**src/rtl/classify_scheduler.sv**
```systemverilog
// Sequences one classifier inference per completed voxel window: streams the feature bank into
// the systolic array, waits for its result under a watchdog, and emits one gesture event.
module classify_scheduler #(
    parameter int unsigned NUM_CELLS       = 1024,
    parameter int unsigned PARALLEL_INPUTS = 4,
    parameter int unsigned VALUE_BITS      = 6,
    parameter int unsigned NUM_CLASSES     = 4,
    parameter int unsigned ACC_BITS        = 24,
    parameter int          SCORE_THRESH    = 0,
    parameter int unsigned TIMEOUT_CYCLES  = 16,
    localparam int unsigned NUM_WORDS = (NUM_CELLS + PARALLEL_INPUTS - 1) / PARALLEL_INPUTS,
    localparam int unsigned WA        = $clog2(NUM_WORDS),
    localparam int unsigned FW        = PARALLEL_INPUTS * VALUE_BITS
) (
    input  logic                          clk,
    input  logic                          rst_n,
    input  logic                          sched_en,
    input  logic                          frame_ready,
    input  logic                          frame_bank,
    output logic                          fm_rd_en,
    output logic                          fm_rd_bank,
    output logic [WA-1:0]                 fm_rd_addr,
    input  logic [FW-1:0]                 fm_rd_data,
    output logic                          arr_start,
    output logic [FW-1:0]                 arr_feature_in,
    output logic                          arr_feature_valid,
    input  logic                          arr_result_valid,
    input  logic [1:0]                    arr_best_class,
    input  logic [NUM_CLASSES*ACC_BITS-1:0] arr_scores_flat,
    output logic                          gesture_valid,
    output logic [1:0]                    gesture_class,
    output logic                          gesture_confident,
    output logic [ACC_BITS-1:0]           gesture_score,
    output logic                          busy,
    output logic [7:0]                    drop_cnt,
    output logic                          timeout_err,
    input  logic                          err_clr
);

    localparam int unsigned WdW = $clog2(TIMEOUT_CYCLES + 1);
    localparam logic [ACC_BITS-1:0] Thresh = ACC_BITS'(SCORE_THRESH);

    typedef enum logic [2:0] {StIdle, StStart, StStream, StWait, StReport} state_e;

    state_e              state_q, state_d;
    logic                bank_q, bank_d;
    logic                pend_q, pend_d;
    logic                pend_bank_q, pend_bank_d;
    logic [WA-1:0]       word_q, word_d;
    logic [WdW-1:0]      wd_q, wd_d;
    logic [7:0]          drop_q, drop_d;
    logic                tmo_q, tmo_d;
    logic [1:0]          cls_q, cls_d;
    logic [ACC_BITS-1:0] score_q, score_d;
    logic                conf_q, conf_d;
    logic [ACC_BITS-1:0] score_sel;
    logic                accept, last_word, launch_direct;

    assign accept        = frame_ready & sched_en;
    assign last_word     = (word_q == WA'(NUM_WORDS - 1));
    assign launch_direct = (state_q == StIdle) && !pend_q;

    always_comb begin
        score_sel = '0;
        for (int c = 0; c < NUM_CLASSES; c++) begin
            if (arr_best_class == c[1:0]) score_sel = arr_scores_flat[c*ACC_BITS +: ACC_BITS];
        end
    end

    always_ff @(posedge clk or negedge rst_n) begin
        if (!rst_n) begin
            state_q     <= StIdle;
            bank_q      <= 1'b0;
            pend_q      <= 1'b0;
            pend_bank_q <= 1'b0;
            word_q      <= '0;
            wd_q        <= '0;
            drop_q      <= '0;
            tmo_q       <= 1'b0;
            cls_q       <= '0;
            score_q     <= '0;
            conf_q      <= 1'b0;
        end else begin
            state_q     <= state_d;
            bank_q      <= bank_d;
            pend_q      <= pend_d;
            pend_bank_q <= pend_bank_d;
            word_q      <= word_d;
            wd_q        <= wd_d;
            drop_q      <= drop_d;
            tmo_q       <= tmo_d;
            cls_q       <= cls_d;
            score_q     <= score_d;
            conf_q      <= conf_d;
        end
    end

    always_comb begin
        state_d     = state_q;
        bank_d      = bank_q;
        pend_d      = pend_q;
        pend_bank_d = pend_bank_q;
        word_d      = word_q;
        wd_d        = wd_q;
        drop_d      = drop_q;
        tmo_d       = tmo_q;
        cls_d       = cls_q;
        score_d     = score_q;
        conf_d      = conf_q;
        if (err_clr) begin
            tmo_d  = 1'b0;
            drop_d = '0;
        end
        unique case (state_q)
            StIdle: begin
                // A queued request always goes ahead of a fresh one.
                if (pend_q) begin
                    bank_d  = pend_bank_q;
                    pend_d  = 1'b0;
                    state_d = StStart;
                end else if (accept) begin
                    bank_d  = frame_bank;
                    state_d = StStart;
                end
            end
            StStart: begin
                word_d  = '0;
                state_d = StStream;
            end
            StStream: begin
                if (last_word) begin
                    wd_d    = '0;
                    state_d = StWait;
                end else begin
                    word_d = word_q + 1'b1;
                end
            end
            StWait: begin
                if (arr_result_valid) begin
                    cls_d   = arr_best_class;
                    score_d = score_sel;
                    conf_d  = ($signed(score_sel) >= $signed(Thresh));
                    state_d = StReport;
                end else if (wd_q == WdW'(TIMEOUT_CYCLES - 1)) begin
                    tmo_d   = 1'b1;
                    state_d = StIdle;
                end else begin
                    wd_d = wd_q + 1'b1;
                end
            end
            StReport: state_d = StIdle;
            default:  state_d = StIdle;
        endcase
        // Requests that cannot launch now park in the one-deep slot; newest bank wins.
        if (accept && !launch_direct) begin
            pend_d      = 1'b1;
            pend_bank_d = frame_bank;
            if (pend_q && state_q != StIdle && drop_q != 8'hFF) drop_d = drop_q + 8'd1;
        end
    end

    always_comb begin
        fm_rd_en          = 1'b0;
        fm_rd_addr        = '0;
        arr_start         = 1'b0;
        arr_feature_valid = 1'b0;
        arr_feature_in    = '0;
        gesture_valid     = 1'b0;
        unique case (state_q)
            StStart: begin
                arr_start = 1'b1;
                fm_rd_en  = 1'b1;
            end
            StStream: begin
                arr_feature_valid = 1'b1;
                arr_feature_in    = fm_rd_data;
                if (!last_word) begin
                    fm_rd_en   = 1'b1;
                    fm_rd_addr = word_q + 1'b1;
                end
            end
            StReport: gesture_valid = 1'b1;
            default: ;
        endcase
    end

    assign fm_rd_bank        = bank_q;
    assign busy              = (state_q != StIdle) | pend_q;
    assign drop_cnt          = drop_q;
    assign timeout_err       = tmo_q;
    assign gesture_class     = cls_q;
    assign gesture_score     = score_q;
    assign gesture_confident = conf_q;

endmodule

```
**config.mk**
```make
export PLATFORM = sky130hd
export DESIGN_NAME = classify_scheduler
export DESIGN_NICKNAME = d
export VERILOG_FILES = /design/src/rtl/classify_scheduler.sv
export SDC_FILE = /design/constraint.sdc
export NUM_CORES = 1
export LEC_CHECK = 0
export BUFFER_PORTS_ARGS = -buffer_cell sky130_fd_sc_hd__buf_2
export CAP_MARGIN = 0
export CORE_MARGIN = 2
export CORE_UTILIZATION = 45
export DETAILED_ROUTE_END_ITERATION = 10
export PLACE_DENSITY = 0.85
export SETUP_SLACK_MARGIN = 0.4
export SLEW_MARGIN = 25
export SYNTH_ARGS = -nofsm -noshare
export SYNTH_HDL_FRONTEND = slang
export SYNTH_SLANG_ARGS = --single-unit
```
**constraint.sdc**
```tcl
create_clock -name clk -period 2.8 [get_ports clk]
set_input_delay 0.42 -clock clk [delete_from_list [all_inputs] [get_ports clk]]
set_output_delay 0.42 -clock clk [all_outputs]
set_load 0.1 [all_outputs]
```
---- Yosys cells after proc, flatten, opt, wreduce, memory -nomap -nowiden ----
Index checks and enable logic that the tools add are counted.
storage, ports and cells
  register bits after elaboration ......... 55
  input bits .............................. 129
  output and inout bits ................... 74
  logic and storage cells ................. 86
operators by class
  add/subtract/negate cells ............... 3
  order comparisons ....................... 1
  equality and inequality tests ........... 16
  muxes and demuxes ....................... 35
  bitwise logic cells ..................... 2
  reduce and logical (&&, ||, !) cells .... 18
operators by type and width
  cell                                                                                   number
  24-bit 2-to-1 mux                                                                      5
  8-bit 2-to-1 mux                                                                       6
  24-bit by 1-bit greater-or-equal comparator with 1-bit output (second input constant)  1
  8-bit by 1-bit adder with 8-bit output (second input constant)                         2
  8-bit case mux with 2 select lines                                                     1
  3-bit 2-to-1 mux                                                                       5
  5-bit 2-to-1 mux                                                                       3
  1-bit 2-to-1 mux                                                                       12
  3-bit case mux with 4 select lines                                                     1
  5-bit case mux with 2 select lines                                                     1
  8-bit equality test (second input constant)                                            1
  2-bit inequality test (second input constant)                                          4
  8-bit inequality test (second input constant)                                          1
  2-bit nonzero test                                                                     4
  3-bit by 2-bit equality test with 1-bit output (second input constant)                 2
  3-bit inequality test (second input constant)                                          2
  2-bit AND reduction                                                                    3
  5-bit by 1-bit adder with 5-bit output (second input constant)                         1
  5-bit by 4-bit equality test with 1-bit output (second input constant)                 1
  2-bit equality test (second input constant)                                            2
  1-bit logical AND                                                                      4
  4-bit AND reduction                                                                    1
  3-bit by 1-bit equality test with 1-bit output (second input constant)                 1
  3-bit equality test (second input constant)                                            1
  other kinds (9)                                                                        10

---- Logic depth before layout (Yosys ltp) ----
Gate-level depths: netlist (run 1).
  word-level depth ........................ 6
  depth in mapped cells ................... 7
  depth with buffers taken out ............ 7

---- Worst setup path before layout (run 1) ----
No wires, ideal clock.
  path type ............................... reg-to-output
  start point ............................. register state_q[0]
  end point ............................... output port fm_rd_en
  arrival time ............................ 3835 ps
  path slack .............................. -1455 ps
  stages on the path, launching flop included .. 4
  path through ............................ dfrtp_1 > nor3b_1 > nor2_2 > inv_1
between the ends
  longest elaborated chain between the ends .. 2
  elaborated cells on any way between the ends .. 3
  those cells by class .................... eq/ne: 2; mux: 1
ends and longest elaborated chain
  what                                                                                                                     RTL line  source
  from (decl)                                                                                                              45        state_e state_q, state_d;
  from (signal assigned)                                                                                                   72        state_q <= StIdle;
  from (signal assigned)                                                                                                   84        state_q <= state_d;
  3-bit by 2-bit equality test with 1-bit output / 3-bit by 1-bit equality test with 1-bit output (equally long branches)  169       unique case (state_q)
  1-bit case mux with 2 select lines (*)                                                                                   169
  to (decl)                                                                                                                20        output logic fm_rd_en,
Every way passes the cells marked *; elsewhere a longest branch is shown, timed or not.

---- Worst setup path after layout (run 1) ----
  start point ............................. register word_q[0]
  end point ............................... output port fm_rd_addr[6]
between the ends
  longest elaborated chain between the ends .. 3
  elaborated cells on any way between the ends .. 4
  those cells by class .................... add/sub: 1; eq/ne: 1; mux: 2
ends and longest elaborated chain
  what                                                                                  RTL line  source
  from (decl)                                                                           49        logic [WA-1:0] word_q, word_d;
  from (signal assigned)                                                                88        word_q <= word_d;
  8-bit by 1-bit adder with 8-bit output / 8-bit equality test (equally long branches)  179, 60
  8-bit 2-to-1 mux (*)                                                                  177       if (!last_word) begin
  8-bit 2-to-1 mux (*)                                                                  169
  to (decl)                                                                             22        output logic [WA-1:0] fm_rd_addr,
Marks and branches as above.

==> flow_metrics.tcl, run 1 <==
set metrics [dict create \
    final_area_um2 4830 \
    finalCoreUtilization_pct 70.3 \
    clk_pin_slew_ns 0.10 \
    sw_frac_of_total_pct 29.5 \
    drc 0 \
    dieArea_um2 7890 \
    outcome "finished clean" \
    cts_root_buffer "clkbuf_8" \
    grt_pass1_wl_um 14000 \
    synth.distinct_cells 44 \
    worstPathRequired_ns 2.38 \
    seq_area_frac_synth_pct 42.5 \
    seqPwrFrac_pct 45.6 \
    syn_nets 456 \
    start_util_pct 47.2 \
    ir_drop_v 0.000223 \
    htree_levels 2 \
    clk_latency_ns 0.30 \
    final_common_cell "buf_2" \
    drt_iter0_drc 115 \
    placed_cell_area_um2 4530 \
    numPortBuffers 202 \
    critPathCaptureType "primary output" \
    postSynthCellCount 323 \
    cts_tree "done" \
    first_pass_iters 4 \
    grt_usage_pct 23.0 \
    vias_per_cell 5.18 \
    cts_buffer_depth 2 \
    tightest_slew_ns 0.554 \
    finalHoldViolCount 0 \
    critPathMaxFanout 9 \
    worstHoldPathType "input port to async pin" \
    timing.final.crit_share_pct 83.1 \
    netSwitchingPower_mw 0.521 \
    avgSynthCellArea_um2 10.0 \
    chipHeight_um 88.8 \
    powerDensity_nw_per_um2 366 \
    grt_start_max_net_pins 46 \
    internal_power_mw 1.24 \
    wire_per_inst_um 14.7 \
    n_fill_cell 526 \
    drive_above_1_share_pct 52.5 \
    fin_crit_ns 2.33 \
    grt.overflow.total 0 \
    rsz0062_at_grt "yes" \
    grt_pass1_vias 3138 \
    total_power_mw 1.77 \
    antenna_found_initial 0 \
    async_flop_share_pct 100 \
    area_growth_pct 49.1 \
    cpMaxStageDelayCell "dfrtp_2" \
    cts_made_buffers 5 \
    fmax_ghz 0.430 \
    report.final.slew_viol_count 0 \
    gp_congestion 0.849 \
    ios 203 \
    ctsHoldBuffers 0 \
    p_clk_share_pct 29.8 \
    dp_hpwl_um 7330 \
    netlist_area_um2 3240 \
    setup_viol 0 \
    synth_edf_count 0 \
    layout_common_cells "buf_2 (171), nand2_1 (90), dfrtp_1 (54), mux4_2 (24), buf_6 (23)" \
    critPathKind "register to primary output" \
    ant_nets 0 \
    die_w_um 88.8 \
    drv_cap 0 \
    cp.arrival_ns 1.91 \
    final_nets 660 \
    wl_um 9170 \
    ys_ff_latch 55 \
    core_area_um2 6870 \
    vias 3237 \
    startpoint_type "register" \
    clock-sinks 55 \
    seqCellArea_um2 1380 \
    slowest_delay_ns 0.44 \
    synth_top_flop_cell "dfrtp_1" \
    path_cells "ha_2, nand3_4, or3_4, a21oi_4, buf_12" \
    p_comb_share_pct 24.6 \
    relSlewSlack_pct 62.8 \
    yosysWarningCount 0 \
    row_count 30 \
    multi_input_area_um2 1880 \
    clock_skew_ns 0.00619 \
    p_leak_nw 2.60 \
]
-- cell usage after synthesis, types with 2 or more instances --
cell      instances  area [um^2]
xnor2_1           3         26.3
o21a_1            2         15.0
a21o_1            9         67.6
and3_1            4         25.0
dfrtp_1          55         1380
nor3_1            5         25.0
inv_1             5         18.8
and2_1           26          163
a21oi_1           6         30.0
mux4_2           24          541
a211o_1           3         26.3
nand3_1           9         45.0
nand2_1          90          338
mux2_2            2         22.5
buf_2             7         35.0
o21ai_0          14         70.1
clkbuf_1          6         22.5
nand3b_1          3         22.5
nand4_1           3         18.8
nor3b_1           4         30.0
or3_1             3         18.8
xor2_1            4         35.0
nor2_1           12         45.0
ha_1              4         50.1
-- metal layers --
metal	track usage, %	share of wire, %	up-vias	routed length [um]
met4	6.89	2.4	0	219
met3	4.29	8.5	17	777
li1	-	-	1540	-
met1	25.1	34	1508	3100
met2	44.6	55	172	5080
met5	0	0	-	0
-- layout make-up --
type,instances,area share [%]
multi-input combinational,248,38.9
timing repair buffer,211,27.3
tap,96,2.49
clock inverter,3,0.907
clock buffer,5,1.42
inverter,6,0.466
sequential,55,28.5
antenna,1,0.0518
-- cells by family (layout without fill, tap and decap cells) --
family | Yosys count | count (layout) | synth area share (%)
buffers and inverters | 20 | 225 | 2.59
AOI/OAI and AO/OA | 40 | 40 | 8.50
muxes | 26 | 26 | 17.4
xor gates and xnor gates | 7 | 7 | 1.89
and+or+nand+nor | 170 | 170 | 25.3
other | 0 | 1 | 0
DFF | 55 | 55 | 42.5
adders and majority gates | 5 | 5 | 1.85
-- through the flow --
step / hold WS, ns / setup WS, ns / std cells / TNS (ns)
floorplan: 0.124 / -0.272 / 323 / -0.272
global placement: 0.455 / 0.495 / 615 / 0
detailed placement: 0.460 / 0.475 / 615 / 0
CTS: 0.297 / 0.391 / 623 / 0
global route: 0.130 / 0.315 / 624 / 0
finish: 0.0945 / 0.473 / 625 / 0
-- sequential cells by signal, summed over array words and instances, names as in the netlist, 2 cells and up --
| register | cells |
|---|---|
| drop_cnt | 8 |
| state_q | 3 |
| gesture_score | 24 |
| wd_q | 5 |
| word_q | 8 |
| gesture_class | 2 |
-- power groups by stage --
stage | Sequential [mW] | Clock (mW) | Combinational, mW
5_1_grt | 0.807 | 0.568 | 0.462
2_1_floorplan | 0.848 | 0 | 0.247
3_5_place_dp | 0.821 | 0 | 0.410
3_3_place_gp | 0.821 | 0 | 0.403
6_report | 0.805 | 0.526 | 0.435
4_1_cts | 0.806 | 0.541 | 0.416
-- worst max-delay path: cells and delay by family (launching register included) --
kind            cells  cell delay [ns]
simple gates        2             0.54
flops               1             0.44
fa+ha+maj           1             0.24
compound gates      1             0.20
buf+inv             1             0.19
-- path summary, 6_finish.rpt --
kind	cells after the start	end	slack, ns	startpoint
setup / recovery	5	fm_rd_addr[6]	0.47	word_q[0]
min in group clk	2	timeout_err	0.36	err_clr
setup reg to reg	6	gesture_confident	0.90	state_q[2]
max in group asynchronous	2	gesture_score[15]	2.18	rst_n
hold reg to reg	2	gesture_score[5]	0.48	gesture_score[5]
hold / removal	1	drop_cnt[4]	0.09	rst_n
-- repair_timing --
| item | in CTS | in global routing |
|---|---|---|
| setup buffers | 0 | 1 |
| endpoints found under the setup margin | 16 | 29 |
| resized for setup | 18 | 49 |
| gates cloned | 0 | 0 |
Note: power is estimated with default switching activity, not from simulation.
==> run 2, diff against run 1 <==
--- a/config.mk
+++ b/config.mk
@@ -8,9 +8,9 @@
 export BUFFER_PORTS_ARGS = -buffer_cell sky130_fd_sc_hd__buf_2
 export CAP_MARGIN = 0
 export CORE_MARGIN = 2
-export CORE_UTILIZATION = 45
+export CORE_UTILIZATION = 39
 export DETAILED_ROUTE_END_ITERATION = 10
-export PLACE_DENSITY = 0.85
+export PLACE_DENSITY = 0.78
 export SETUP_SLACK_MARGIN = 0.4
 export SLEW_MARGIN = 25
 export SYNTH_ARGS = -nofsm -noshare
==> constraint.sdc (replaced) <==
create_clock -name clk -period 2.1 [get_ports clk]
set_input_delay 0.315 -clock clk [delete_from_list [all_inputs] [get_ports clk]]
set_output_delay 0.315 -clock clk [all_outputs]
set_load 0.1 [all_outputs]
==> flow_metrics.tcl, run 2 (synthesis gave the netlist of run 1 again) <==
set metrics [dict create \
    p_leak_nw 3.12 \
    powerDensity_nw_per_um2 407 \
    outcome "finished clean" \
    worstPathRequired_ns 1.78 \
    clk_latency_ns 0.31 \
    cts_buffer_depth 2 \
    r2r_start "state_q[2]" \
    grt_util_met2_pct 46.4 \
    netSwitchingPower_mw 0.732 \
    grtUsageMet3_pct 4.90 \
    dp_hpwl_um 7480 \
    sw_frac_of_total_pct 29.6 \
    grt_start_max_net_pins 39 \
    relSlewSlack_pct 63.8 \
    ff2ff_setup_slack_ns 0.13 \
    worstHoldPathType "input port to async pin" \
    grt_pass1_vias 3571 \
    dieArea_um2 9050 \
    cp.arrival_ns 1.76 \
    final_common_cell "buf_2" \
    largest_reg_flops 24 \
    antenna_found_initial 0 \
    ant_nets 0 \
    htree_levels 2 \
    finalHoldViolCount 0 \
    first_pass_iters 4 \
    ctsHoldBuffers 0 \
    tns_ns 0 \
    cpMaxStageDelayCell "dfrtp_1" \
    fmax_ghz 0.482 \
    rsz0062_at_grt "yes" \
    cts_root_buffer "clkbuf_8" \
    use_met1_pct 26.7 \
    final_nets 717 \
    fin_crit_ns 2.07 \
    gp_congestion 0.785 \
    core_area_um2 8130 \
    drt_iter0_drc 137 \
    critPathCaptureType "primary output" \
    start_util_pct 39.8 \
    clk_pin_slew_ns 0.11 \
    p_clk_share_pct 28.9 \
    die_w_um 95.1 \
    drc 0 \
    grt_usage_pct 24.2 \
    vias_per_cell 5.23 \
    layout_common_cells "buf_2 (165), nand2_1 (87), buf_4 (45), buf_12 (40), dfrtp_1 (39)" \
    timing.final.crit_share_pct 98.8 \
    drive_above_1_share_pct 66.7 \
    reg2reg_depth 7 \
    seqPwrFrac_pct 43.8 \
    clock_skew_ns 0.0173 \
    placed_cells 625 \
    report.final.slew_viol_count 0 \
    cpLargestDelayFamily "simple AND/OR/NAND/NOR gates" \
    top_usage_layer "met2" \
    ir_drop_v 0.000460 \
    vias 3612 \
    n_fill_cell 522 \
    setup_viol 0 \
    cts_tree "done" \
    critPathMaxFanout 5 \
    area_growth_pct 87.2 \
    chipHeight_um 95.1 \
    path_cells "ha_4, nand3_4, or3_4, a21oi_4, buf_12" \
    grt.overflow.total 0 \
    clock-sinks 55 \
    internal_power_mw 1.74 \
    wl_um 12200 \
    critPathKind "register to primary output" \
    path_buf_inv 1 \
    cts_made_buffers 5 \
    numPortBuffers 202 \
    wire_per_inst_um 17.7 \
    grt_pass1_wl_um 17000 \
    drv_cap 0 \
    instances_no_fill 690 \
    p_comb_share_pct 27.4 \
    num_antenna_cells 0 \
    startpoint_type "register" \
    row_count 33 \
    ios 203 \
    tightest_slew_ns 0.544 \
    slowest_delay_ns 0.44 \
    worstReg2RegEnd "drop_cnt[3]" \
]
[run 2: how the worst max path moves through the flow]
stage | from | end | slack, ns | depth (start not counted)
final | word_q[1] | fm_rd_addr[6] | 0.03 | 5
after global routing | word_q[6] | fm_rd_addr[5] | -0.04 | 5
after CTS | word_q[1] | fm_rd_addr[6] | 0.03 | 5
after detailed placement | word_q[1] | fm_rd_addr[6] | 0.31 | 5
after global placement | state_q[2] | fm_rd_addr[2] | 0.35 | 5
after floorplan | state_q[0] | fm_rd_en | -0.11 | 3
[run 2: power by group through the flow]
stage	clock network, mW	registers [mW]	logic (mW)
finish	0.713	1.08	0.676
detailed placement	0	1.10	0.661
global route	0.756	1.08	0.712
CTS	0.712	1.08	0.664
global placement	0	1.10	0.649
floorplan	0	1.14	0.347
[run 2: cell type report]
cell class / instances / area (um^2) / share of cell area, %
Multi-Input combinational cell: 249 / 2170 / 35.8
Sequential cell: 55 / 1410 / 23.3
Timing Repair inverter: 1 / 6.26 / 0.103
Tap cell: 105 / 131 / 2.17
Clock buffer: 7 / 76.3 / 1.26
Timing Repair Buffer: 266 / 2200 / 36.3
Inverter: 6 / 36.3 / 0.598
Clock inverter: 1 / 30.0 / 0.495
[run 2: routing by layer]
metal | part of all wire (%) | wire, um | up-vias
li1 | - | - | 1658
met1 | 33 | 4090 | 1723
met4 | 3.2 | 397 | 0
met3 | 8.6 | 1050 | 29
met5 | 0 | 0 | -
met2 | 55 | 6700 | 202
[run 2: metrics by stage]
step	instance area [um^2]	total power, mW	hold WS, ns	setup WS [ns]	util [%]
after floorplan	3510	1.48	0.0194	-0.109	-
after global placement	5120	1.75	0.393	0.347	62.9
after detailed placement	5120	1.76	0.399	0.309	62.9
after CTS	5760	2.45	0.0603	0.0308	70.9
after global routing	6060	2.55	0.0745	-0.0426	74.6
final	6060	2.47	0.0490	0.0257	74.6
[run 2: timing repair]
action | in CTS | in global routing
cloned | 4 | 1
setup endpoints to repair | 42 | 78
resized for setup | 44 | 43
setup buffers | 36 | 16
pin swaps | 20 | 21
==> run 3, diff against run 2 <==
--- a/config.mk
+++ b/config.mk
@@ -8,9 +8,10 @@
 export BUFFER_PORTS_ARGS = -buffer_cell sky130_fd_sc_hd__buf_2
 export CAP_MARGIN = 0
 export CORE_MARGIN = 2
-export CORE_UTILIZATION = 39
+export CORE_UTILIZATION = 45
 export DETAILED_ROUTE_END_ITERATION = 10
-export PLACE_DENSITY = 0.78
+export GPL_TIMING_DRIVEN = 0
+export PLACE_DENSITY = 0.85
 export SETUP_SLACK_MARGIN = 0.4
 export SLEW_MARGIN = 25
 export SYNTH_ARGS = -nofsm -noshare
==> constraint.sdc (replaced) <==
create_clock -name clk -period 2.6 [get_ports clk]
set_input_delay 0.39 -clock clk [delete_from_list [all_inputs] [get_ports clk]]
set_output_delay 0.39 -clock clk [all_outputs]
set_load 0.1 [all_outputs]
==> flow_metrics.tcl, run 3 (synthesis gave the netlist of run 1 again) <==
set metrics [dict create \
    fmax_ghz 0.461 \
    first_pass_iters 4 \
    vias_per_cell 5.20 \
    report.final.slew_viol_count 0 \
    setup_ws_ns 0.431 \
    grt_pass1_vias 3401 \
    dieArea_um2 7890 \
    final_common_cell "buf_2" \
    rsz0062_at_grt "yes" \
    ios 203 \
    place_ws_ns 0.206 \
    worstPathRequired_ns 2.21 \
    tightest_slew_ns 0.689 \
    drive_above_1_share_pct 56.7 \
    tns_ns 0 \
    startpoint_type "register" \
    relSlewSlack_pct 54.1 \
    total_power_mw 1.82 \
    largest_reg_flops 24 \
    htree_levels 2 \
    final_nets 679 \
    cp.arrival_ns 1.78 \
    timing.final.crit_share_pct 83.4 \
    finalCoreUtilization_pct 71.9 \
    start_util_pct 47.2 \
    drt_iter0_drc 120 \
    vias 3344 \
    p_leak_nw 2.66 \
    wire_per_inst_um 15.2 \
    dp_hpwl_um 7390 \
    area_growth_pct 52.4 \
    critPathCaptureType "primary output" \
    cts_root_buffer "clkbuf_8" \
    finalHoldViolCount 0 \
    wl_um 9790 \
    antenna_found_initial 0 \
    gp_congestion 0.800 \
    critPathKind "register to primary output" \
    clk_latency_ns 0.30 \
    placed_cell_area_um2 4440 \
    grt_start_max_net_pins 56 \
    clock_skew_ns 0.0115 \
    final_area_um2 4940 \
    ir_drop_v 0.000220 \
    n_fill_cell 514 \
    powerDensity_nw_per_um2 369 \
    ant_nets 0 \
    fin_crit_ns 2.17 \
    grt.overflow.total 0 \
    clk_pin_slew_ns 0.10 \
    instances_no_fill 643 \
    core_area_um2 6870 \
    cts_tree "done" \
    critPathMaxFanout 7 \
    row_count 30 \
    ctsHoldBuffers 0 \
    grt_pass1_wl_um 15100 \
    grt_usage_pct 24.8 \
    setup_viol 0 \
    numPortBuffers 200 \
    placed_cells 619 \
    die_w_um 88.8 \
    worstHoldPathType "input port to async pin" \
    clock-sinks 55 \
    layout_common_cells "buf_2 (175), nand2_1 (89), dfrtp_1 (46), mux4_2 (24), buf_4 (20)" \
    drc 0 \
    drv_cap 0 \
    outcome "finished clean" \
    chipHeight_um 88.8 \
    whs_ns 0.125 \
    num_antenna_cells 0 \
    cts_buffer_depth 2 \
    cts_made_buffers 5 \
]
## run 3: final cells by class
class | instances | area [um^2] | share of cell area [%]
plain buffers | 14 | 66.3 | 1.34
clock buffers | 7 | 86.3 | 1.75
clock inverters | 1 | 5.00 | 0.101
inverters | 6 | 25.0 | 0.507
multi-input cells | 248 | 1900 | 38.5
flip-flops and latches | 55 | 1390 | 28.1
well taps | 96 | 120 | 2.43
repair buffers | 215 | 1340 | 27.1
repair inverters | 1 | 7.51 | 0.152
## run 3: metal layers
layer / vias up / GRT usage, % / routed length, um
li1: 1578 / - / -
met2: 162 / 46.8 / 5320
met5: - / 0 / 0
met4: 0 / 8.95 / 252
met1: 1582 / 27.6 / 3520
met3: 22 / 4.38 / 692
## run 3: critical path, stage by stage (launching register included)
cell and delay (ns):
dfrtp_2 0.46, nor2_4 0.15, nand2_4 0.12, inv_4 0.12
o21ai_1 0.16, nor2_1 0.21, buf_6 0.25
## run 3: repair_timing
item / CTS / global route
gates cloned: 0 / 1
pin swaps: 4 / 5
resized for setup: 73 / 17
buffers inserted: 11 / 4
setup endpoints to repair: 34 / 34
## run 3: path summary, 6_finish.rpt
check | to | slack (ns) | from | depth (start not counted)
setup / recovery | fm_rd_addr[3] | 0.43 | state_q[2] | 6
hold / removal | drop_cnt[5] | 0.12 | rst_n | 1
setup reg to reg | gesture_score[18] | 0.81 | state_q[2] | 8
hold reg to reg | gesture_score[13] | 0.48 | gesture_score[13] | 2
max in group asynchronous | word_q[3] | 1.98 | rst_n | 1
min in group clk | timeout_err | 0.33 | err_clr | 2
## run 3: where the power goes
part	leakage, nW	internal [mW]	switching [mW]
Clock	0.0482	0.216	0.265
Combinational	1.89	0.193	0.279
Sequential	0.720	0.862	0.00598
